**src/rtl/ps2_pkg.sv**
```systemverilog
// Shared definitions for the PS/2 host link: FSM encoding, error codes,
// common keyboard command bytes and the frame builder.
package ps2_pkg;

  typedef enum logic [2:0] {
    IDLE      = 3'd0,
    INHIBIT   = 3'd1,
    REQ       = 3'd2,
    SHIFT     = 3'd3,
    ACK       = 3'd4,
    WAIT_IDLE = 3'd5
  } state_t;

  localparam logic [1:0] ERR_NONE    = 2'b00;
  localparam logic [1:0] ERR_TIMEOUT = 2'b01;
  localparam logic [1:0] ERR_NACK    = 2'b10;

  localparam logic [7:0] CMD_SET_LEDS = 8'hED;
  localparam logic [7:0] CMD_RESET    = 8'hFF;
  localparam logic [7:0] CMD_ECHO     = 8'hEE;

  // Bits shifted out LSB first after the start bit: data, odd parity, stop.
  function automatic logic [9:0] frame_bits(input logic [7:0] data);
    return {1'b1, ~^data, data};
  endfunction

endpackage

```
**src/rtl/ps2_line_sync.sv**
```systemverilog
// Synchronizes the PS/2 clock and data pads into the system clock domain and
// flags the cycle on which the synchronized clock falls.
module ps2_line_sync #(
  parameter int SYNC_STAGES = 2
) (
  input  logic clock,
  input  logic reset,
  input  logic clk_in,
  input  logic data_in,
  output logic clk_s,
  output logic data_s,
  output logic fall
);

  logic [SYNC_STAGES-1:0] clk_sync_q, clk_sync_d;
  logic [SYNC_STAGES-1:0] data_sync_q, data_sync_d;
  logic                   clk_prev_q, clk_prev_d;

  always_comb begin
    clk_sync_d  = {clk_sync_q[SYNC_STAGES-2:0], clk_in};
    data_sync_d = {data_sync_q[SYNC_STAGES-2:0], data_in};
    clk_prev_d  = clk_sync_q[SYNC_STAGES-1];
  end

  // Idle PS/2 lines are pulled high, so reset to the released level.
  always_ff @(posedge clock or posedge reset) begin
    if (reset) begin
      clk_sync_q  <= '1;
      data_sync_q <= '1;
      clk_prev_q  <= 1'b1;
    end else begin
      clk_sync_q  <= clk_sync_d;
      data_sync_q <= data_sync_d;
      clk_prev_q  <= clk_prev_d;
    end
  end

  assign clk_s  = clk_sync_q[SYNC_STAGES-1];
  assign data_s = data_sync_q[SYNC_STAGES-1];
  assign fall   = clk_prev_q & ~clk_sync_q[SYNC_STAGES-1];

endmodule

```
**src/rtl/ps2_host_tx.sv**
```systemverilog
// Host-to-device PS/2 transmitter: inhibit, request-to-send, device-clocked
// frame, ACK check and bus-idle wait, driving the pads via pull-low enables.
module ps2_host_tx
  import ps2_pkg::*;
#(
  parameter int INHIBIT_CYCLES = 6000,
  parameter int TIMEOUT_CYCLES = 1000000,
  parameter int SYNC_STAGES    = 2
) (
  input  logic       clock,
  input  logic       reset,
  input  logic [7:0] tx_data,
  input  logic       tx_start,
  output logic       tx_busy,
  output logic       tx_done,
  output logic       tx_error,
  output logic [1:0] err_code,
  input  logic       ps2_clk_in,
  input  logic       ps2_data_in,
  output logic       ps2_clk_oe,
  output logic       ps2_data_oe
);

  localparam int MAX_CYC = (INHIBIT_CYCLES > TIMEOUT_CYCLES) ? INHIBIT_CYCLES : TIMEOUT_CYCLES;
  localparam int CNT_W   = $clog2(MAX_CYC) + 1;
  localparam logic [CNT_W-1:0] INH_LAST  = CNT_W'(INHIBIT_CYCLES - 1);
  localparam logic [CNT_W-1:0] INH_START = CNT_W'(INHIBIT_CYCLES - 2);
  localparam logic [CNT_W-1:0] TO_LAST   = CNT_W'(TIMEOUT_CYCLES - 1);
  localparam logic [CNT_W-1:0] TO_MAX    = CNT_W'(TIMEOUT_CYCLES);
  localparam logic [CNT_W-1:0] CNT_ONE   = CNT_W'(1);

  logic clk_s, data_s, fall;

  ps2_line_sync #(
    .SYNC_STAGES(SYNC_STAGES)
  ) u_line_sync (
    .clock  (clock),
    .reset  (reset),
    .clk_in (ps2_clk_in),
    .data_in(ps2_data_in),
    .clk_s  (clk_s),
    .data_s (data_s),
    .fall   (fall)
  );

  state_t           state_q, state_d;
  logic [9:0]       shift_q, shift_d;
  logic [3:0]       bit_cnt_q, bit_cnt_d;
  logic [CNT_W-1:0] inh_cnt_q, inh_cnt_d;
  logic [CNT_W-1:0] to_cnt_q, to_cnt_d;
  logic             busy_q, busy_d;
  logic             done_q, done_d;
  logic             error_q, error_d;
  logic [1:0]       err_code_q, err_code_d;
  logic             clk_oe_q, clk_oe_d;
  logic             data_oe_q, data_oe_d;
  logic             timed_out;

  always_comb begin
    state_d    = state_q;
    shift_d    = shift_q;
    bit_cnt_d  = bit_cnt_q;
    inh_cnt_d  = inh_cnt_q;
    to_cnt_d   = to_cnt_q;
    busy_d     = busy_q;
    done_d     = 1'b0;
    error_d    = 1'b0;
    err_code_d = err_code_q;
    clk_oe_d   = clk_oe_q;
    data_oe_d  = data_oe_q;
    timed_out  = 1'b0;

    // One watchdog covers the whole device-clocked part of the transaction.
    if (state_q inside {REQ, SHIFT, ACK, WAIT_IDLE}) begin
      if (to_cnt_q != TO_MAX) to_cnt_d = to_cnt_q + CNT_ONE;
      timed_out = (to_cnt_q >= TO_LAST);
    end

    if (timed_out) begin
      state_d    = IDLE;
      busy_d     = 1'b0;
      error_d    = 1'b1;
      err_code_d = ERR_TIMEOUT;
      clk_oe_d   = 1'b0;
      data_oe_d  = 1'b0;
    end else begin
      unique case (state_q)
        IDLE: begin
          clk_oe_d  = 1'b0;
          data_oe_d = 1'b0;
          if (tx_start) begin
            shift_d    = frame_bits(tx_data);
            inh_cnt_d  = '0;
            busy_d     = 1'b1;
            err_code_d = ERR_NONE;
            clk_oe_d   = 1'b1;
            data_oe_d  = (INHIBIT_CYCLES == 1);
            state_d    = INHIBIT;
          end
        end
        INHIBIT: begin
          // Falls seen here come from a device still clocking; ignore them.
          inh_cnt_d = inh_cnt_q + CNT_ONE;
          if (inh_cnt_q == INH_START) data_oe_d = 1'b1;
          if (inh_cnt_q == INH_LAST) begin
            clk_oe_d  = 1'b0;
            data_oe_d = 1'b1;
            to_cnt_d  = '0;
            bit_cnt_d = '0;
            state_d   = REQ;
          end
        end
        REQ: begin
          state_d = SHIFT;
        end
        SHIFT: begin
          if (fall) begin
            data_oe_d = ~shift_q[0];
            shift_d   = {1'b1, shift_q[9:1]};
            bit_cnt_d = bit_cnt_q + 4'd1;
            if (bit_cnt_q == 4'd9) state_d = ACK;
          end
        end
        ACK: begin
          if (fall) begin
            if (!data_s) begin
              state_d = WAIT_IDLE;
            end else begin
              state_d    = IDLE;
              busy_d     = 1'b0;
              error_d    = 1'b1;
              err_code_d = ERR_NACK;
              clk_oe_d   = 1'b0;
              data_oe_d  = 1'b0;
            end
          end
        end
        WAIT_IDLE: begin
          if (clk_s && data_s) begin
            state_d = IDLE;
            busy_d  = 1'b0;
            done_d  = 1'b1;
          end
        end
        default: begin
          state_d   = IDLE;
          busy_d    = 1'b0;
          clk_oe_d  = 1'b0;
          data_oe_d = 1'b0;
        end
      endcase
    end
  end

  always_ff @(posedge clock or posedge reset) begin
    if (reset) begin
      state_q    <= IDLE;
      shift_q    <= '1;
      bit_cnt_q  <= '0;
      inh_cnt_q  <= '0;
      to_cnt_q   <= '0;
      busy_q     <= 1'b0;
      done_q     <= 1'b0;
      error_q    <= 1'b0;
      err_code_q <= ERR_NONE;
      clk_oe_q   <= 1'b0;
      data_oe_q  <= 1'b0;
    end else begin
      state_q    <= state_d;
      shift_q    <= shift_d;
      bit_cnt_q  <= bit_cnt_d;
      inh_cnt_q  <= inh_cnt_d;
      to_cnt_q   <= to_cnt_d;
      busy_q     <= busy_d;
      done_q     <= done_d;
      error_q    <= error_d;
      err_code_q <= err_code_d;
      clk_oe_q   <= clk_oe_d;
      data_oe_q  <= data_oe_d;
    end
  end

  assign tx_busy     = busy_q;
  assign tx_done     = done_q;
  assign tx_error    = error_q;
  assign err_code    = err_code_q;
  assign ps2_clk_oe  = clk_oe_q;
  assign ps2_data_oe = data_oe_q;

endmodule

```
**config.mk**
```make
export PLATFORM = sky130hd
export DESIGN_NAME = ps2_host_tx
export DESIGN_NICKNAME = d
export VERILOG_FILES = /design/src/rtl/ps2_pkg.sv /design/src/rtl/ps2_line_sync.sv /design/src/rtl/ps2_host_tx.sv
export SDC_FILE = /design/constraint.sdc
export NUM_CORES = 1
export LEC_CHECK = 0
export ABC_CLOCK_PERIOD_IN_PS = 2850
export CORE_AREA = 8 8 90 152
export DETAILED_ROUTE_END_ITERATION = 7
export DIE_AREA = 0 0 98 160
export PLACE_DENSITY = 0.48
export RECOVER_POWER = 25
export SKIP_CTS_REPAIR_TIMING = 1
export SLEW_MARGIN = 20
export SYNTH_ARGS = -nofsm -noshare
export SYNTH_HDL_FRONTEND = slang
export SYNTH_SLANG_ARGS = --single-unit
```
**constraint.sdc**
```tcl
create_clock -name clock -period 2.85 [get_ports clock]
set_input_delay 0.57 -clock clock [delete_from_list [all_inputs] [get_ports clock]]
set_output_delay 0.57 -clock clock [all_outputs]
set_load 0.03 [all_outputs]
```
==> results.toml <==
[logic_synthesis]
yosys.area_share.simple = 0.2456
post_synth_design_cell_area_um2 = 3719
postSynth.asyncResetShare = 1.000
synth_compound_area_frac = 0.1117
seq_area_frac_synth = 0.4758
synth_cell_type_count = 47
yosys.area_share.xor_xnor = 0.1131
yosys.area_share.adder = 0.02019
yosys_warnings = 0
synth.ff_latch_count = 70
postSynth.topFlopCell = "dfrtp_1"
syn-instance-count = 387
synth_top_family_by_area = "simple AND/OR/NAND/NOR gates"
nets_in_the_synthesized_netlist = 406
post_synth_mux_area_share = 0.005384
synth-edff-count = 0
avgSynthCellArea_um2 = 9.609

[power]
vdd_ir_drop_max_v = 0.0003026
power_switching_uw = 689.9
p_comb_frac = 0.137
cell_internal_pwr_mw = 1.951
power_leakage_nw = 1.904
power.density_cell_area_nw_per_um2 = 609.7
switching_share = 0.2612
pwr-share-seq = 0.470
clockPowerShare = 0.393

[clock_tree]
clock_sink_count = 70
cts_root_buffer = "clkbuf_16"
clkLatencyLatePin_ps = 330
clock_path_buffers = 2
clk_transition_reported_paths_ps = 60
tritoncts = "yes"
ctsHtreeMaxLevel = 3
cts-buffers-inserted = 9

[global_route]
globalRoute.totalOverflow = 0
grt_use_met1 = 0.1131
grt.total_usage = 0.1233
via_count_of_the_first_global_routing_pass = 3038
groute.layer.met3.usage = 0.02873
grt_start_max_net_pins = 51
wire_length_of_the_first_global_routing_pass_um = 15120
antenna_found_initial = 0
use_met2 = 0.2351
grt.busiest_layer = "met2"

[timing]
worst_margin_slew_ps = 787.4
period_minus_slack_ps = 2420
clock_skew_ps = 10.30
worst_slack_setup_final_ps = 430.0
slew-limit-headroom = 0.4745
max_clock_freq_mhz = 413.2
finalSetupTns_ps = 0
total_setup_violations_reported_at_the_end_of_the_flow = 0
slew_viol_final = 0
report.final.hold_viol_count = 0
finalCritPeriodShare = 0.8491
unrepaired_setup_endpoints_after_global_routing = "false"
hold_slack_ps = 353.2

[worst_setup_path]
start_kind = "flip-flop"
setup.worst_path.end_class = "flip-flop"
path_max_fanout = 8
crit_slowest_cell = "or4_1"
critPathArrivalTime_ps = 2630
setup.worst_path.class = "reg -> reg"
timing.critical_path.max_delay_family = "simple AND/OR/NAND/NOR gates"
path_cells = "or4_1, nor4_2, and3_1, nor2b_1, buf_4, nor2_1"
critical_path_required_ps = 3060
cp_slowest_stage_delay_ps = 560
timing.critical_path.buf_inv = 1

[final_layout]
fin_nets = 431
insertedDiodeCount = 0
layout-area-overhead-vs-synth_pct = 16.49
post_route_cells_drive_above_1_share = 0.09353
mostFrequentLayoutCells = "nor2_1, dfrtp_1, xor2_1"
layout.cells.most_common = "nor2_1"

[floorplanning]
core_area_um2 = 11520
dieHeight_um = 160
dieWidth_um = 98
placementRows = 52
dieArea_um2 = 15680
start_util = 0.3229
io_pins = 20

[placement]
dp_hpwl_um = 6846
dp_slack_ps = 356.8
numPortBuffers = 19
finalWeightedCongestion = 0.8221

[drt]
totalWireLength_um = 9170
routed_wire_length_per_instance_um = 16.61
drt_pre_antenna_iters = 4
via_count = 2861
detail-route-antenna-nets = 0
post_drt_via_cell_ratio = 5.183
drc_errors = 0
initialDrtViolationCount = 100

[min_path]
hold_path_class = "reg -> reg"

[outcome]
run_status = "completed"

[flow_run]
max_cap_violations = 0
## registers in the layout, summed over array words and instances, names as in the netlist, 2 cells and up
| name | flops |
|---|---|
| to_cnt_q | 21 |
| err_code | 2 |
| state_q | 3 |
| u_line_sync.data_sync_q | 2 |
| u_line_sync.clk_sync_q | 2 |
| inh_cnt_q | 21 |
| bit_cnt_q | 4 |
| shift_q | 9 |
## cell usage after synthesis, drive strengths merged (5+ instances only)
master | number | area (um2)
and3 | 9 | 56.30
dfrtp | 56 | 1401
nor2 | 62 | 232.7
o22ai | 11 | 68.82
and4 | 5 | 46.29
xnor2 | 19 | 166.4
nand2 | 28 | 105.1
ha | 6 | 75.07
inv | 11 | 41.29
dfstp | 14 | 367.9
o21ai | 16 | 80.07
nor4 | 5 | 37.53
clkbuf | 7 | 26.28
nand4 | 12 | 75.07
a2bb2oi | 9 | 78.83
a21oi | 9 | 45.04
xor2 | 29 | 254.0
nor3 | 13 | 65.06
nand3 | 19 | 95.09
## power by group through the flow
| stage | Clock (mW) | Sequential, mW | Combinational [mW] |
|---|---|---|---|
| 2_1_floorplan | 0 | 1.26 | 0.228 |
| 3_3_place_gp | 0 | 1.26 | 0.371 |
| 3_5_place_dp | 0 | 1.26 | 0.376 |
| 4_1_cts | 1.07 | 1.24 | 0.376 |
| 5_1_grt | 1.12 | 1.26 | 0.407 |
| 6_report | 1.04 | 1.24 | 0.363 |
## logic make-up after synthesis
group           count (synthesis)
simple gates                  180
flops                          70
compound gates                 59
xor+xnor                       48
buf+inv                        22
fa+ha+maj                       6
mux                             2
## routing by layer
layer,part of all wire,up-vias,wire (um)
li1,-,1404,-
met1,0.37,1408,3371
met2,0.57,30,5231
met3,0.023,19,210
met4,0.039,0,357
met5,0,-,0
## final timing paths
path                                       startpoint                    endpoint  slack [ps]  depth (start not counted)
max                                     inh_cnt_q[17]                to_cnt_q[16]         430                          6
max in group asynchronous                       reset                bit_cnt_q[1]         770                          3
max reg2reg                             inh_cnt_q[17]                to_cnt_q[16]         430                          6
min reg2reg                u_line_sync.data_sync_q[0]  u_line_sync.data_sync_q[1]         350                          0
min in group asynchronous                       reset                inh_cnt_q[2]         830                          2
min                        u_line_sync.data_sync_q[0]  u_line_sync.data_sync_q[1]         350                          0
## stage by stage
step / cell area, um2 / cells / utilization / power (mW)
floorplan: 3719 / 387 / - / 1.492
global placement: 4071 / 536 / 0.3535 / 1.627
detailed placement: 4071 / 536 / 0.3535 / 1.632
CTS: 4344 / 552 / 0.3772 / 2.692
global route: 4332 / 552 / 0.3761 / 2.785
finish: 4332 / 552 / 0.3761 / 2.641
## final cells by class
| cell class | instances | area, um2 |
|---|---|---|
| Fill cell | 1145 | 7184 |
| Multi-Input combinational cell | 295 | 1844 |
| Clock inverter | 1 | 5.005 |
| Inverter | 11 | 41.29 |
| Timing Repair Buffer | 25 | 235.2 |
| Clock buffer | 15 | 267.8 |
| Sequential cell | 70 | 1769 |
| Tap cell | 135 | 168.9 |
Power figures use the tool's default switching activity.
